==> src/rtl/sdram_arbiter_pkg.sv <==
// Shared SDRAM definitions: controller command opcodes, transaction owners and
// arbiter FSM states.
// Latency: n/a (types only).
// Backpressure: n/a.
package sdram_arbiter_pkg;

  // Encoding driven on MEM_OP toward the SDRAM controller.
  typedef enum logic [1:0] {
    OP_READ    = 2'b00,
    OP_WRITE   = 2'b01,
    OP_REFRESH = 2'b10
  } mem_op_e;

  // Who owns the single outstanding transaction.
  typedef enum logic [1:0] {
    OWN_VID = 2'd0,
    OWN_CPU = 2'd1,
    OWN_REF = 2'd2
  } owner_e;

  typedef enum logic [1:0] {
    IDLE  = 2'd0,
    ISSUE = 2'd1,
    WAIT  = 2'd2
  } state_e;

endpackage

==> src/rtl/sdram_refresh_timer.sv <==
// Free-running refresh interval timer with a sticky pending flag.
// Latency: o_req rises on the terminal count cycle, REFRESH_CYCLES cycles after reset release.
// Backpressure: pending is held (never queued) until i_clr; further wraps merge into it.
// Ports: i_clk/i_rst_n clock and async active-low reset, i_clr clears the pending
//        flag (refresh accepted), o_req = refresh wanted.
module sdram_refresh_timer #(
  parameter int REFRESH_CYCLES = 390
) (
  input  logic i_clk,
  input  logic i_rst_n,
  input  logic i_clr,
  output logic o_req
);

  localparam int CNT_W = (REFRESH_CYCLES > 2) ? $clog2(REFRESH_CYCLES) : 1;

  logic [CNT_W-1:0] r_cnt;
  logic             r_pending;
  logic             w_tick;

  assign w_tick = (r_cnt == CNT_W'(REFRESH_CYCLES - 1));

  // The terminal count is visible as a request in the same cycle the flag is
  // being raised, so the arbiter can grant exactly REFRESH_CYCLES cycles in.
  assign o_req = r_pending | w_tick;

  always_ff @(posedge i_clk or negedge i_rst_n) begin
    if (!i_rst_n) begin
      r_cnt     <= '0;
      r_pending <= 1'b0;
    end else begin
      r_cnt <= w_tick ? '0 : r_cnt + CNT_W'(1);
      // A new interval expiring outranks a clear: that is a fresh refresh due.
      if (w_tick) begin
        r_pending <= 1'b1;
      end else if (i_clr) begin
        r_pending <= 1'b0;
      end
    end
  end

endmodule

==> src/rtl/sdram_arbiter.sv <==
// Arbitrates refresh, video reads and CPU accesses onto one SDRAM controller port.
// Latency: 3 cycles REQ-to-ACK with immediate MEM_READY/MEM_DONE; one transaction in flight.
// Backpressure: MEM_* held stable in ISSUE until MEM_READY; requesters hold REQ until ACK.
// Ports: CLK_SDRAM/nRESET; VID_* video read port; CPU_* read/write port;
//        MEM_* command/response port to the SDRAM controller.
module sdram_arbiter
  import sdram_arbiter_pkg::*;
#(
  parameter int ADDR_W         = 24,
  parameter int REFRESH_CYCLES = 390,
  parameter int VID_MAX        = 4
) (
  input  logic              CLK_SDRAM,
  input  logic              nRESET,
  input  logic              VID_REQ,
  input  logic [ADDR_W-1:0] VID_ADDR,
  output logic              VID_ACK,
  output logic [15:0]       VID_RDATA,
  input  logic              CPU_REQ,
  input  logic              CPU_WE,
  input  logic [ADDR_W-1:0] CPU_ADDR,
  input  logic [15:0]       CPU_WDATA,
  input  logic [1:0]        CPU_BE,
  output logic              CPU_ACK,
  output logic [15:0]       CPU_RDATA,
  output logic              MEM_VALID,
  input  logic              MEM_READY,
  output logic [1:0]        MEM_OP,
  output logic [ADDR_W-1:0] MEM_ADDR,
  output logic [15:0]       MEM_WDATA,
  output logic [1:0]        MEM_BE,
  input  logic              MEM_DONE,
  input  logic [15:0]       MEM_RDATA
);

  localparam int VCNT_W = (VID_MAX > 0) ? $clog2(VID_MAX + 1) : 1;

  state_e            r_state;
  owner_e            r_owner;
  logic [VCNT_W-1:0] r_vid_cnt;

  logic w_ref_req;
  logic w_ref_clr;
  logic w_ack_cycle;
  logic w_vid_capped;
  logic w_grant_ref;
  logic w_grant_vid;
  logic w_grant_cpu;

  sdram_refresh_timer #(
    .REFRESH_CYCLES(REFRESH_CYCLES)
  ) u_refresh_timer (
    .i_clk   (CLK_SDRAM),
    .i_rst_n (nRESET),
    .i_clr   (w_ref_clr),
    .o_req   (w_ref_req)
  );

  assign w_ref_clr = (r_state == ISSUE) && (r_owner == OWN_REF) && MEM_READY;

  always_comb begin
    // While an ACK is on the wire the requester has not yet had a chance to drop
    // REQ, so arbitration waits one cycle to avoid granting it twice.
    w_ack_cycle  = VID_ACK | CPU_ACK;
    w_vid_capped = CPU_REQ && (r_vid_cnt == VCNT_W'(VID_MAX));
    w_grant_ref  = (r_state == IDLE) && !w_ack_cycle && w_ref_req;
    w_grant_vid  = (r_state == IDLE) && !w_ack_cycle && !w_ref_req &&
                   VID_REQ && !w_vid_capped;
    w_grant_cpu  = (r_state == IDLE) && !w_ack_cycle && !w_ref_req &&
                   CPU_REQ && !(VID_REQ && !w_vid_capped);
  end

  always_ff @(posedge CLK_SDRAM or negedge nRESET) begin
    if (!nRESET) begin
      r_state   <= IDLE;
      r_owner   <= OWN_VID;
      r_vid_cnt <= '0;
      MEM_VALID <= 1'b0;
      MEM_OP    <= '0;
      MEM_ADDR  <= '0;
      MEM_WDATA <= '0;
      MEM_BE    <= '0;
      VID_ACK   <= 1'b0;
      VID_RDATA <= '0;
      CPU_ACK   <= 1'b0;
      CPU_RDATA <= '0;
    end else begin
      VID_ACK <= 1'b0;
      CPU_ACK <= 1'b0;

      // Starvation counter only matters while the CPU is actually waiting.
      if (!CPU_REQ || w_grant_cpu) begin
        r_vid_cnt <= '0;
      end else if (w_grant_vid) begin
        r_vid_cnt <= r_vid_cnt + VCNT_W'(1);
      end

      case (r_state)
        IDLE: begin
          if (w_grant_ref) begin
            r_owner   <= OWN_REF;
            MEM_OP    <= OP_REFRESH;
            MEM_ADDR  <= '0;
            MEM_WDATA <= '0;
            MEM_BE    <= '0;
          end else if (w_grant_vid) begin
            r_owner   <= OWN_VID;
            MEM_OP    <= OP_READ;
            MEM_ADDR  <= VID_ADDR;
            MEM_WDATA <= '0;
            MEM_BE    <= '0;
          end else if (w_grant_cpu) begin
            r_owner   <= OWN_CPU;
            MEM_OP    <= CPU_WE ? OP_WRITE : OP_READ;
            MEM_ADDR  <= CPU_ADDR;
            MEM_WDATA <= CPU_WDATA;
            MEM_BE    <= CPU_BE;
          end
          if (w_grant_ref || w_grant_vid || w_grant_cpu) begin
            MEM_VALID <= 1'b1;
            r_state   <= ISSUE;
          end
        end
        ISSUE: begin
          if (MEM_READY) begin
            MEM_VALID <= 1'b0;
            r_state   <= WAIT;
          end
        end
        WAIT: begin
          if (MEM_DONE) begin
            r_state <= IDLE;
            case (r_owner)
              OWN_VID: begin
                VID_ACK   <= 1'b1;
                VID_RDATA <= MEM_RDATA;
              end
              OWN_CPU: begin
                CPU_ACK   <= 1'b1;
                CPU_RDATA <= MEM_RDATA;
              end
              default: ;  // refresh completes silently
            endcase
          end
        end
        default: r_state <= IDLE;
      endcase
    end
  end

endmodule

==> config.mk <==
export PLATFORM = sky130hd
export DESIGN_NAME = sdram_arbiter
export DESIGN_NICKNAME = d
export VERILOG_FILES = /design/src/rtl/sdram_arbiter_pkg.sv /design/src/rtl/sdram_refresh_timer.sv /design/src/rtl/sdram_arbiter.sv
export SDC_FILE = /design/constraint.sdc
export NUM_CORES = 1
export LEC_CHECK = 0
export ABC_AREA = 1
export CAP_MARGIN = 5
export CORE_MARGIN = 1.5
export CORE_UTILIZATION = 42
export DETAILED_ROUTE_END_ITERATION = 10
export PLACE_DENSITY = 0.75
export SLEW_MARGIN = 20
export SYNTH_ARGS = -nofsm -noshare
export SYNTH_HDL_FRONTEND = slang
export SYNTH_SLANG_ARGS = --single-unit
export TNS_END_PERCENT = 30
==> constraint.sdc <==
create_clock -name CLK_SDRAM -period 2 [get_ports CLK_SDRAM]
set_input_delay 0.3 -clock CLK_SDRAM [delete_from_list [all_inputs] [get_ports CLK_SDRAM]]
set_output_delay 0.3 -clock CLK_SDRAM [all_outputs]
set_load 0.02 [all_outputs]
[After elaboration in Yosys (flattened, before gate mapping)]
Cells that the tools add are included.
Word-level totals
  flip-flop bits (word level): 96
  input bits: 89
  output and inout bits: 79
Cells by class
  add/sub/neg operators: 2
  equality and inequality tests: 9
  muxes and demuxes: 34
  bitwise operators: 2
  reduce and logical (&&, ||, !) cells: 30
Operator list (count)
  24-bit 2-to-1 mux: 3
  16-bit 2-to-1 mux: 3
  2-bit 2-to-1 mux: 12
  3-bit AND reduction: 4
  1-bit logical AND: 11
  1-bit 2-to-1 mux: 11
  9-bit by 1-bit adder with 9-bit output (second input constant): 1
  9-bit equality test (second input constant): 1
  9-bit 2-to-1 mux: 1
  3-bit 2-to-1 mux: 2
  2-bit one-hot mux with 3 select lines: 1
  2-bit nonzero test: 3
  1-bit logical NOT: 5
  2-bit by 1-bit equality test with 1-bit output (second input constant): 2
  2-bit equality test (second input constant): 2
  2-bit logical NOT: 2
  2-bit inequality test (second input constant): 2
  3-bit by 1-bit adder with 3-bit output (second input constant): 1
  3-bit equality test (second input constant): 1
  1-bit logical OR: 3
  3-bit nonzero test: 1
  2-bit by 1-bit inequality test with 1-bit output (second input constant): 1
  1-bit bitwise OR: 2
  1-bit one-hot mux with 2 select lines: 1
  2-bit AND reduction: 1

[Logic depth before layout (Yosys ltp)]
Gate-level depths: netlist of run 1.
  depth in word-level cells: 10
  gate-level depth with buffers: 13
  mapped depth without buffers: 12

[Cells and area by module]
From an unflattened synthesis of run 1, not the netlist that was laid out.
Second synthesis, totals
  cell total of the unflattened synthesis: 530
  area total of the unflattened synthesis: 4490.6 um2
Modules (own cells, without submodules)
  sdram_arbiter: times used 1, cells an instance 462, area an instance 3973.8 um2, sequential area each 2127.0 um2
  sdram_refresh_timer: times used 1, cells an instance 68, area an instance 516.7 um2, sequential area each 250.2 um2

[Worst setup path before layout of run 1]
OpenSTA, ideal clock, no wires.
  path type: reg2reg
  from: register u_refresh_timer.r_cnt[0]
  to: register MEM_WDATA[10]
  library setup time: 0.117 ns
  arrival: 1.457 ns
  setup slack: 0.426 ns
  cell stages (with the launch flop): 13
  path through: dfrtp_1 -> ha_1 -> nand2_1 -> nor2_2 -> nand2_4 -> nand3_2 -> inv_2 -> nand2_4 -> nand2_4 -> inv_2 -> buf_4 -> nand2_1 -> nand2_1
Between the ends
  word-level cells in the longest chain between the ends: 8
  elaborated cells between the ends (all ways): 13
  classes of those cells: eq/ne: 1; mux: 2; bitwise: 1; reduce/logical: 9
Ends and longest elaborated chain
  from (decl): line sdram_refresh_timer.sv:17  | logic [CNT_W-1:0] r_cnt;
  from (signal assigned): line sdram_refresh_timer.sv:32  | r_cnt <= w_tick ? '0 : r_cnt + CNT_W'(1);
  9-bit equality test *: line sdram_refresh_timer.sv:21  | assign w_tick = (r_cnt == CNT_W'(REFRESH_CYCLES - 1));
  1-bit bitwise OR *: line sdram_refresh_timer.sv:25  | assign o_req = r_pending | w_tick;
  1-bit logical NOT: line sdram_arbiter.sv:67, sdram_arbiter.sv:69
  1-bit logical AND: line sdram_arbiter.sv:67, sdram_arbiter.sv:69
  1-bit logical AND (on tied branches): line sdram_arbiter.sv:67, sdram_arbiter.sv:69
  1-bit logical AND (on tied branches): line sdram_arbiter.sv:68, sdram_arbiter.sv:70
  3-bit nonzero test (no source line) or 16-bit 2-to-1 mux (tied branches)
  2-bit AND reduction (no source line) or 16-bit 2-to-1 mux (tied branches)
  to (signal assigned): line sdram_arbiter.sv:81  | MEM_WDATA <= '0;
  to (signal assigned): line sdram_arbiter.sv:104  | MEM_WDATA <= '0;
  to (signal assigned): line sdram_arbiter.sv:110  | MEM_WDATA <= '0;
  to (decl): line sdram_arbiter.sv:30  | output logic [15:0] MEM_WDATA,
Mark *: on every way between the ends. The rest lies on a longest branch, timed or not.
A chain may end at the register's enable or synchronous reset.

[Final worst setup path of run 1]
  from: register r_vid_cnt[0]
  to: register MEM_ADDR[20]
Between the ends
  word-level cells in the longest chain between the ends: 8
  elaborated cells between the ends (all ways): 11
  classes of those cells: eq/ne: 1; mux: 2; reduce/logical: 8
Ends and longest elaborated chain
  from (decl): line sdram_arbiter.sv:40  | logic [VCNT_W-1:0] r_vid_cnt;
  from (signal assigned): line sdram_arbiter.sv:95  | r_vid_cnt <= r_vid_cnt + VCNT_W'(1);
  3-bit equality test *: line sdram_arbiter.sv:65  | w_vid_capped = CPU_REQ && (r_vid_cnt == VCNT_W'(VID_MAX));
  1-bit logical AND *: line sdram_arbiter.sv:65
  1-bit logical NOT *: line sdram_arbiter.sv:68, sdram_arbiter.sv:70
  1-bit logical AND: line sdram_arbiter.sv:70  | CPU_REQ && !(VID_REQ && !w_vid_capped);
  1-bit logical NOT: line sdram_arbiter.sv:70
  1-bit logical AND: line sdram_arbiter.sv:70
  3-bit nonzero test (no source line)
  2-bit AND reduction (no source line)
  to (signal assigned): line sdram_arbiter.sv:80  | MEM_ADDR <= '0;
  to (signal assigned): line sdram_arbiter.sv:103  | MEM_ADDR <= '0;
  to (signal assigned): line sdram_arbiter.sv:109  | MEM_ADDR <= VID_ADDR;
  to (decl): line sdram_arbiter.sv:29  | output logic [ADDR_W-1:0] MEM_ADDR,
Marked as above.

==> results of run 1 <==
[power groups by stage]
stage          Combinational, mW  Clock [mW]  Sequential (mW)
2_1_floorplan               1.67           0             3.98
3_5_place_dp                4.68           0             3.14
3_3_place_gp                4.57           0             3.13
6_report                    4.64        1.31             3.13
4_1_cts                     4.69        1.35             3.13
5_1_grt                     5.08        1.43             3.21
[worst max-delay path: cells and delay by family (launching register included)]
| kind | cells | cell delay, ns |
|---|---|---|
| adders and majority gates | 1 | 0.17 |
| and+or+nand+nor | 7 | 0.75 |
| DFF | 1 | 0.39 |
| buffers and inverters | 3 | 0.46 |
[kinds of logic (layout without fill, tap and decap cells)]
kind of cell    Yosys count  in the layout  synth area share
simple gates            283            283             0.290
flops                    95             95             0.564
buf+inv                  67            239            0.0677
compound gates           50             50            0.0642
fa+ha+maj                 4              4            0.0119
xor+xnor                  1              1           0.00208
[sequential cells by signal, summed over array words and instances, names as in the netlist]
name / flops
CPU_ACK: 1
CPU_RDATA: 16
MEM_ADDR: 24
MEM_BE: 2
MEM_OP: 2
MEM_VALID: 1
MEM_WDATA: 16
VID_ACK: 1
VID_RDATA: 16
r_owner: 1
r_state: 2
r_vid_cnt: 3
u_refresh_timer.r_cnt: 9
u_refresh_timer.r_pending: 1
[per-stage QoR]
step / setup WS, ns / hold slack [ns] / power (mW)
detailed placement: 0.0242 / 0.329 / 7.82
CTS: 0.164 / 0.479 / 9.17
global route: -0.0403 / 0.499 / 9.72
floorplan: 0.426 / 0.00441 / 5.64
finish: 0.180 / 0.463 / 9.08
global placement: 0.0907 / 0.320 / 7.70
[repair_timing]
item / CTS / global route
hold buffers: 1 / 0
endpoints found under the hold margin: 39 / 0
setup endpoints to repair: 0 / 27
[placed cells by master, fill, tap and decap left out]
| cell | instances |
|---|---|
| dfrtp_1 | 95 |
| a21oi_1 | 4 |
| nand2_2 | 1 |
| nand2_1 | 183 |
| clkdlybuf4s50_1 | 166 |
| buf_4 | 12 |
| inv_1 | 35 |
| nand3_2 | 1 |
| o31ai_1 | 3 |
| buf_12 | 2 |
| ha_1 | 4 |
| nor2_4 | 1 |
| clkinvlp_4 | 2 |
| nor2_1 | 9 |
| clkbuf_8 | 11 |
| o21ai_1 | 1 |
| nor3_1 | 1 |
| clkbuf_1 | 1 |
| nand4_1 | 6 |
| inv_2 | 7 |
| clkinv_4 | 1 |
| a31oi_1 | 1 |
| o21ai_0 | 40 |
| dlygate4sd3_1 | 1 |
| nand2_4 | 3 |
| nor2_2 | 4 |
| bufinv_16 | 1 |
| nand3_1 | 74 |
| o21ai_4 | 1 |
| xor2_1 | 1 |
[area by class of cell]
class,count,area (µm²)
fillers,821,3470
flip-flops and latches,95,2380
repair buffers,181,1800
multi-input cells,338,1550
well taps,133,166
inverters,42,158
clock buffers,12,155
clock inverters,4,53.8
[worst paths after layout]
path	startpoint	endpoint	cells past startpoint
max	r_vid_cnt[0]$_DFFE_PN0P_	MEM_ADDR[20]$_DFFE_PN0P_	11
min	nRESET	CPU_RDATA[2]$_DFFE_PN0P_	2
max reg2reg	r_vid_cnt[0]$_DFFE_PN0P_	MEM_ADDR[20]$_DFFE_PN0P_	11
min reg2reg	MEM_BE[0]$_DFFE_PN0P_	MEM_BE[0]$_DFFE_PN0P_	2
max in group asynchronous	nRESET	u_refresh_timer.r_cnt[6]$_DFF_PN0_	3
min in group CLK_SDRAM	MEM_BE[0]$_DFFE_PN0P_	MEM_BE[0]$_DFFE_PN0P_	2
[per-layer routing]
| metal | GRT usage | part of all wire | vias up |
|---|---|---|---|
| li1 | - | - | 1927 |
| met1 | 0.269 | 0.42 | 1852 |
| met2 | 0.350 | 0.47 | 147 |
| met3 | 0.0712 | 0.10 | 15 |
| met4 | 0.0780 | 0.013 | 0 |
| met5 | 0 | 0 | - |
==> results.json, run 1 <==
{
  "p_sw_frac": 0.409,
  "ys_ff_latch": 95,
  "rsz0062_at_grt": "true",
  "cts_tree": "yes",
  "cts_resized": 0,
  "htree_num_levels": 3,
  "p_seq_frac": 0.344,
  "core_area_um2": 9730,
  "cp_slowest_cell": "dfrtp_1",
  "path_common_cell": "nand2_1",
  "drt_iter0_drc": 214,
  "synth_area_per_cell_um2": 8.42,
  "synth.distinct_cells": 24,
  "p_per_area_nw_per_um2": 1450,
  "die_x_um": 103,
  "final_layout_size_suffix_gt1_frac": 0.0699,
  "skew_ns": 0.0133,
  "cpPeakStageDelay_ns": 0.39,
  "place_congestion": 0.818,
  "criticalPathCategory": "reg -> reg",
  "fin_area_um2": 6260,
  "cts_made_buffers": 9,
  "die-area_um2": 10600,
  "rows": 36,
  "nets": 760,
  "slew_headroom": 0.646,
  "setup_violations": 0,
  "required_ns": 2.30,
  "synthCells": 500,
  "synth_edf_count": 0,
  "grt_pass1_wl_mm": 17.7,
  "vias": 3941,
  "synth_common_cells": "nand2_1, dfrtp_1, nand3_1",
  "io_buffer_count": 167,
  "postRouteAntennaNets": 0,
  "synth_top_flop_cell": "dfrtp_1",
  "rrSetupSlack_ns": 0.18,
  "num_io_pins": 168,
  "synth_top_cell_by_area": "dfrtp_1",
  "synthesis.nets": 593,
  "worst_pin_slew_ns": 0.531,
  "hold_viol_final": 0,
  "p_comb_frac": 0.511,
  "async_reset_ff_frac": 1.00,
  "wire_per_inst_um": 14.0,
  "dp_cells": 788,
  "grt_max_degree": 42,
  "dp_hpwl_mm": 8.27,
  "clockPowerShare": 0.145,
  "max_freq_ghz": 0.549,
  "clock-root-buffer": "clkbuf_8",
  "clk_pin_slew_ns": 0.09,
  "cts_buffer_depth": 2,
  "synth_area_um2": 4210,
  "critPathLaunchType": "flop",
  "leakagePower_nw": 3.11,
  "die_y_um": 103,
  "yosysSeqAreaShare": 0.564,
  "drtPass1Iterations": 4,
  "finalCriticalPeriod_ns": 1.82,
  "via_per_inst": 4.90,
  "fin_cells": 805,
  "grt.overflow.total": 0,
  "wirelength_mm": 11.3,
  "arrival_ns": 2.12,
  "tns_ns": 0,
  "post_dp_cell_area_um2": 6040,
  "path_max_fanout": 25,
  "end_kind": "flop",
  "floorplan.initialDensity": 0.433,
  "yosys_warnings": 0,
  "ir_worst_vdd_v": 0.000840,
  "grt_pass1_vias": 3808,
  "p_sw_mw": 3.71,
  "post_cts_buffers": 0,
  "drc": 0,
  "slew_violations": 0,
  "clock_sinks": 95,
  "final_core_util": 0.644,
  "clk_latency_ns": 0.36,
  "diodes": 0,
  "crit_chain": "inv_1 > ha_1 > nand3_1 > nand2_1 > inv_2 > nor2_2 > nand2_4 > nand2_4 > buf_4 > nand2_1 > nand2_1",
  "synth_top_area_share": 0.564,
  "synth.area.top_cells": "dfrtp_1, nand2_1, nand3_1",
  "drv_cap": 0,
  "hp-class": "in -> async",
  "grtUsageTotal": 0.215,
  "antenna_found_initial": 0,
  "status": "completed",
  "yosysMostFrequentCell": "nand2_1",
  "min_period_over_period": 0.910,
  "area_delta_synth_final_pct": 48.7,
  "intPower_mw": 5.36
}
Power figures use the tool's default switching activity.
==> inputs of run 2 (changes only) <==
--- a/config.mk
+++ b/config.mk
@@ -7,10 +7,12 @@
 export LEC_CHECK = 0
 export ABC_AREA = 1
 export CAP_MARGIN = 5
+export CELL_PAD_IN_SITES_DETAIL_PLACEMENT = 1
+export CELL_PAD_IN_SITES_GLOBAL_PLACEMENT = 2
 export CORE_MARGIN = 1.5
-export CORE_UTILIZATION = 42
+export CORE_UTILIZATION = 24
 export DETAILED_ROUTE_END_ITERATION = 10
-export PLACE_DENSITY = 0.75
+export PLACE_DENSITY = 0.77
 export SLEW_MARGIN = 20
 export SYNTH_ARGS = -nofsm -noshare
 export SYNTH_HDL_FRONTEND = slang
==> run 2 against run 1 <==
  * Via count up 0.10%
  * Register-to-register slack better by 0.04 ns
  * Sequential cell count unchanged
  * Hold slack about the same
  * Worst setup slack improved by 0.041 ns
  * Critical endpoint is now r_state[0]$_DFFE_PN0P_
  * Global-route usage is 6.4 points lower
  * Wire length up 19%
  * Sequential share of layout area fell by 1.5 points
==> results.json, run 2 (synthesis results as in run 1) <==
{
  "post_cts_buffers": 0,
  "via_per_inst": 4.40,
  "critPathLaunchType": "flop",
  "cts_resized": 0,
  "finalCriticalPeriod_ns": 1.78,
  "max_freq_ghz": 0.562,
  "cp_slowest_cell": "dfrtp_1",
  "setup_ws_ns": 0.221,
  "p_seq_frac": 0.320,
  "critPathBufInv": 3,
  "grtUsageTotal": 0.151,
  "area_delta_synth_final_pct": 54.8,
  "ir_worst_vdd_v": 0.000653,
  "p_sw_mw": 3.92,
  "min_period_over_period": 0.890,
  "end_kind": "flop",
  "die-area_um2": 18400,
  "path_common_cell": "nand2_4",
  "final_layout_size_suffix_gt1_frac": 0.0714,
  "floorplan.initialDensity": 0.244,
  "core_area_um2": 17200,
  "die_y_um": 135,
  "rows": 48,
  "crit_family": "simple AND/OR/NAND/NOR gates",
  "io_buffer_count": 167,
  "arrival_ns": 1.99,
  "wirelength_mm": 13.4,
  "setup_violations": 0,
  "place_congestion": 0.739,
  "postRouteAntennaNets": 0,
  "dp_hpwl_mm": 9.78,
  "clock-root-buffer": "clkbuf_16",
  "vias": 3945,
  "criticalPathCategory": "reg -> reg",
  "p_sw_frac": 0.399,
  "layout_commonest_cell": "nand2_1",
  "clockPowerShare": 0.192,
  "leakagePower_nw": 3.18,
  "most-common-layout-cells": "nand2_1, clkdlybuf4s50_1, dfrtp_1",
  "drv_cap": 0,
  "total_power_mw": 9.82,
  "nets": 761,
  "skew_ns": 0.00393,
  "hold_viol_final": 0,
  "top_register": "MEM_ADDR",
  "cpPeakStageDelay_ns": 0.39,
  "worst_pin_slew_ns": 0.500,
  "whs_ns": 0.463,
  "largest_register_ffs": 24,
  "slew_headroom": 0.667,
  "grt_max_degree": 38,
  "required_ns": 2.21,
  "clk_latency_ns": 0.34,
  "path_max_fanout": 21,
  "cts_buffer_depth": 2,
  "status": "completed",
  "htree_num_levels": 3,
  "rsz0062_at_grt": "false",
  "tns_ns": 0,
  "intPower_mw": 5.90,
  "p_per_area_nw_per_um2": 1510,
  "ctsHoldBuffers": 1,
  "clock_sinks": 95,
  "p_comb_frac": 0.489,
  "die_x_um": 135,
  "clk_pin_slew_ns": 0.07,
  "grt_pass1_vias": 4283,
  "antenna_found_initial": 0,
  "cts_made_buffers": 9,
  "grt_pass1_wl_mm": 21.6,
  "crit_chain": "inv_1 > ha_1 > nand2_1 > nor2_2 > nand2_4 > nand3_2 > inv_2 > nand2_4 > nand2_4 > inv_2 > o21ai_1",
  "cts_tree": "yes",
  "num_io_pins": 168,
  "drt_iter0_drc": 195,
  "slew_violations": 0,
  "grt.overflow.total": 0,
  "wire_per_inst_um": 15.0,
  "hp-class": "in -> async",
  "drc": 0,
  "drtPass1Iterations": 4,
  "place_ws_ns": 0.114,
  "diodes": 0
}
==> run 2: changes by cell type in the layout (fill, tap and decap cells not counted), sizes merged <==
| cell | delta |
|---|---|
| clkbuf | -2 |
| buf | +1 |
| bufinv | +1 |
| clkinvlp | -1 |
| inv | +1 |
==> run 2: routing by layer <==
metal  track usage  up-vias  part of all wire
met4        0.0502        0             0.011
met5             0        -                 0
li1              -     1932                 -
met3        0.0572       10              0.10
met1         0.181     1879              0.42
met2         0.249      124              0.47
==> run 2: path summary, 6_finish.rpt <==
kind,from,slack [ns],depth (start not counted),to
setup reg to reg,u_refresh_timer.r_cnt[1]$_DFF_PN0_,0.22,11,r_state[0]$_DFFE_PN0P_
hold / removal,nRESET,0.46,2,MEM_WDATA[15]$_DFFE_PN0P_
min in group CLK_SDRAM,MEM_WDATA[10]$_DFFE_PN0P_,0.48,2,MEM_WDATA[10]$_DFFE_PN0P_
max in group asynchronous,nRESET,0.81,3,MEM_ADDR[17]$_DFFE_PN0P_
hold reg to reg,MEM_WDATA[10]$_DFFE_PN0P_,0.48,2,MEM_WDATA[10]$_DFFE_PN0P_
setup / recovery,u_refresh_timer.r_cnt[1]$_DFF_PN0_,0.22,11,r_state[0]$_DFFE_PN0P_
==> run 2: layout make-up <==
cell class | count | area (µm²)
Fill cell | 2024 | 10700
Sequential cell | 95 | 2380
Timing Repair Buffer | 182 | 1830
Multi-Input combinational cell | 338 | 1550
Tap cell | 225 | 282
Clock buffer | 10 | 239
Inverter | 42 | 158
Clock inverter | 5 | 81.3
==> run 2: through the flow <==
step           cell area, µm²  instances  utilization
6_report                 6520        897        0.378
5_1_grt                  6520        897        0.378
4_1_cts                  6520        897        0.378
3_5_place_dp             6190        881        0.359
3_3_place_gp             6190        881        0.359
2_1_floorplan            4210        500            -
==> run 2: power groups by stage <==
stage / combinational, mW / sequential [mW] / clock [mW]
after floorplan: 1.67 / 3.98 / 0
after global placement: 4.74 / 3.14 / 0
after detailed placement: 4.88 / 3.17 / 0
after CTS: 4.90 / 3.16 / 1.95
after global routing: 5.28 / 3.24 / 2.03
final: 4.80 / 3.14 / 1.88
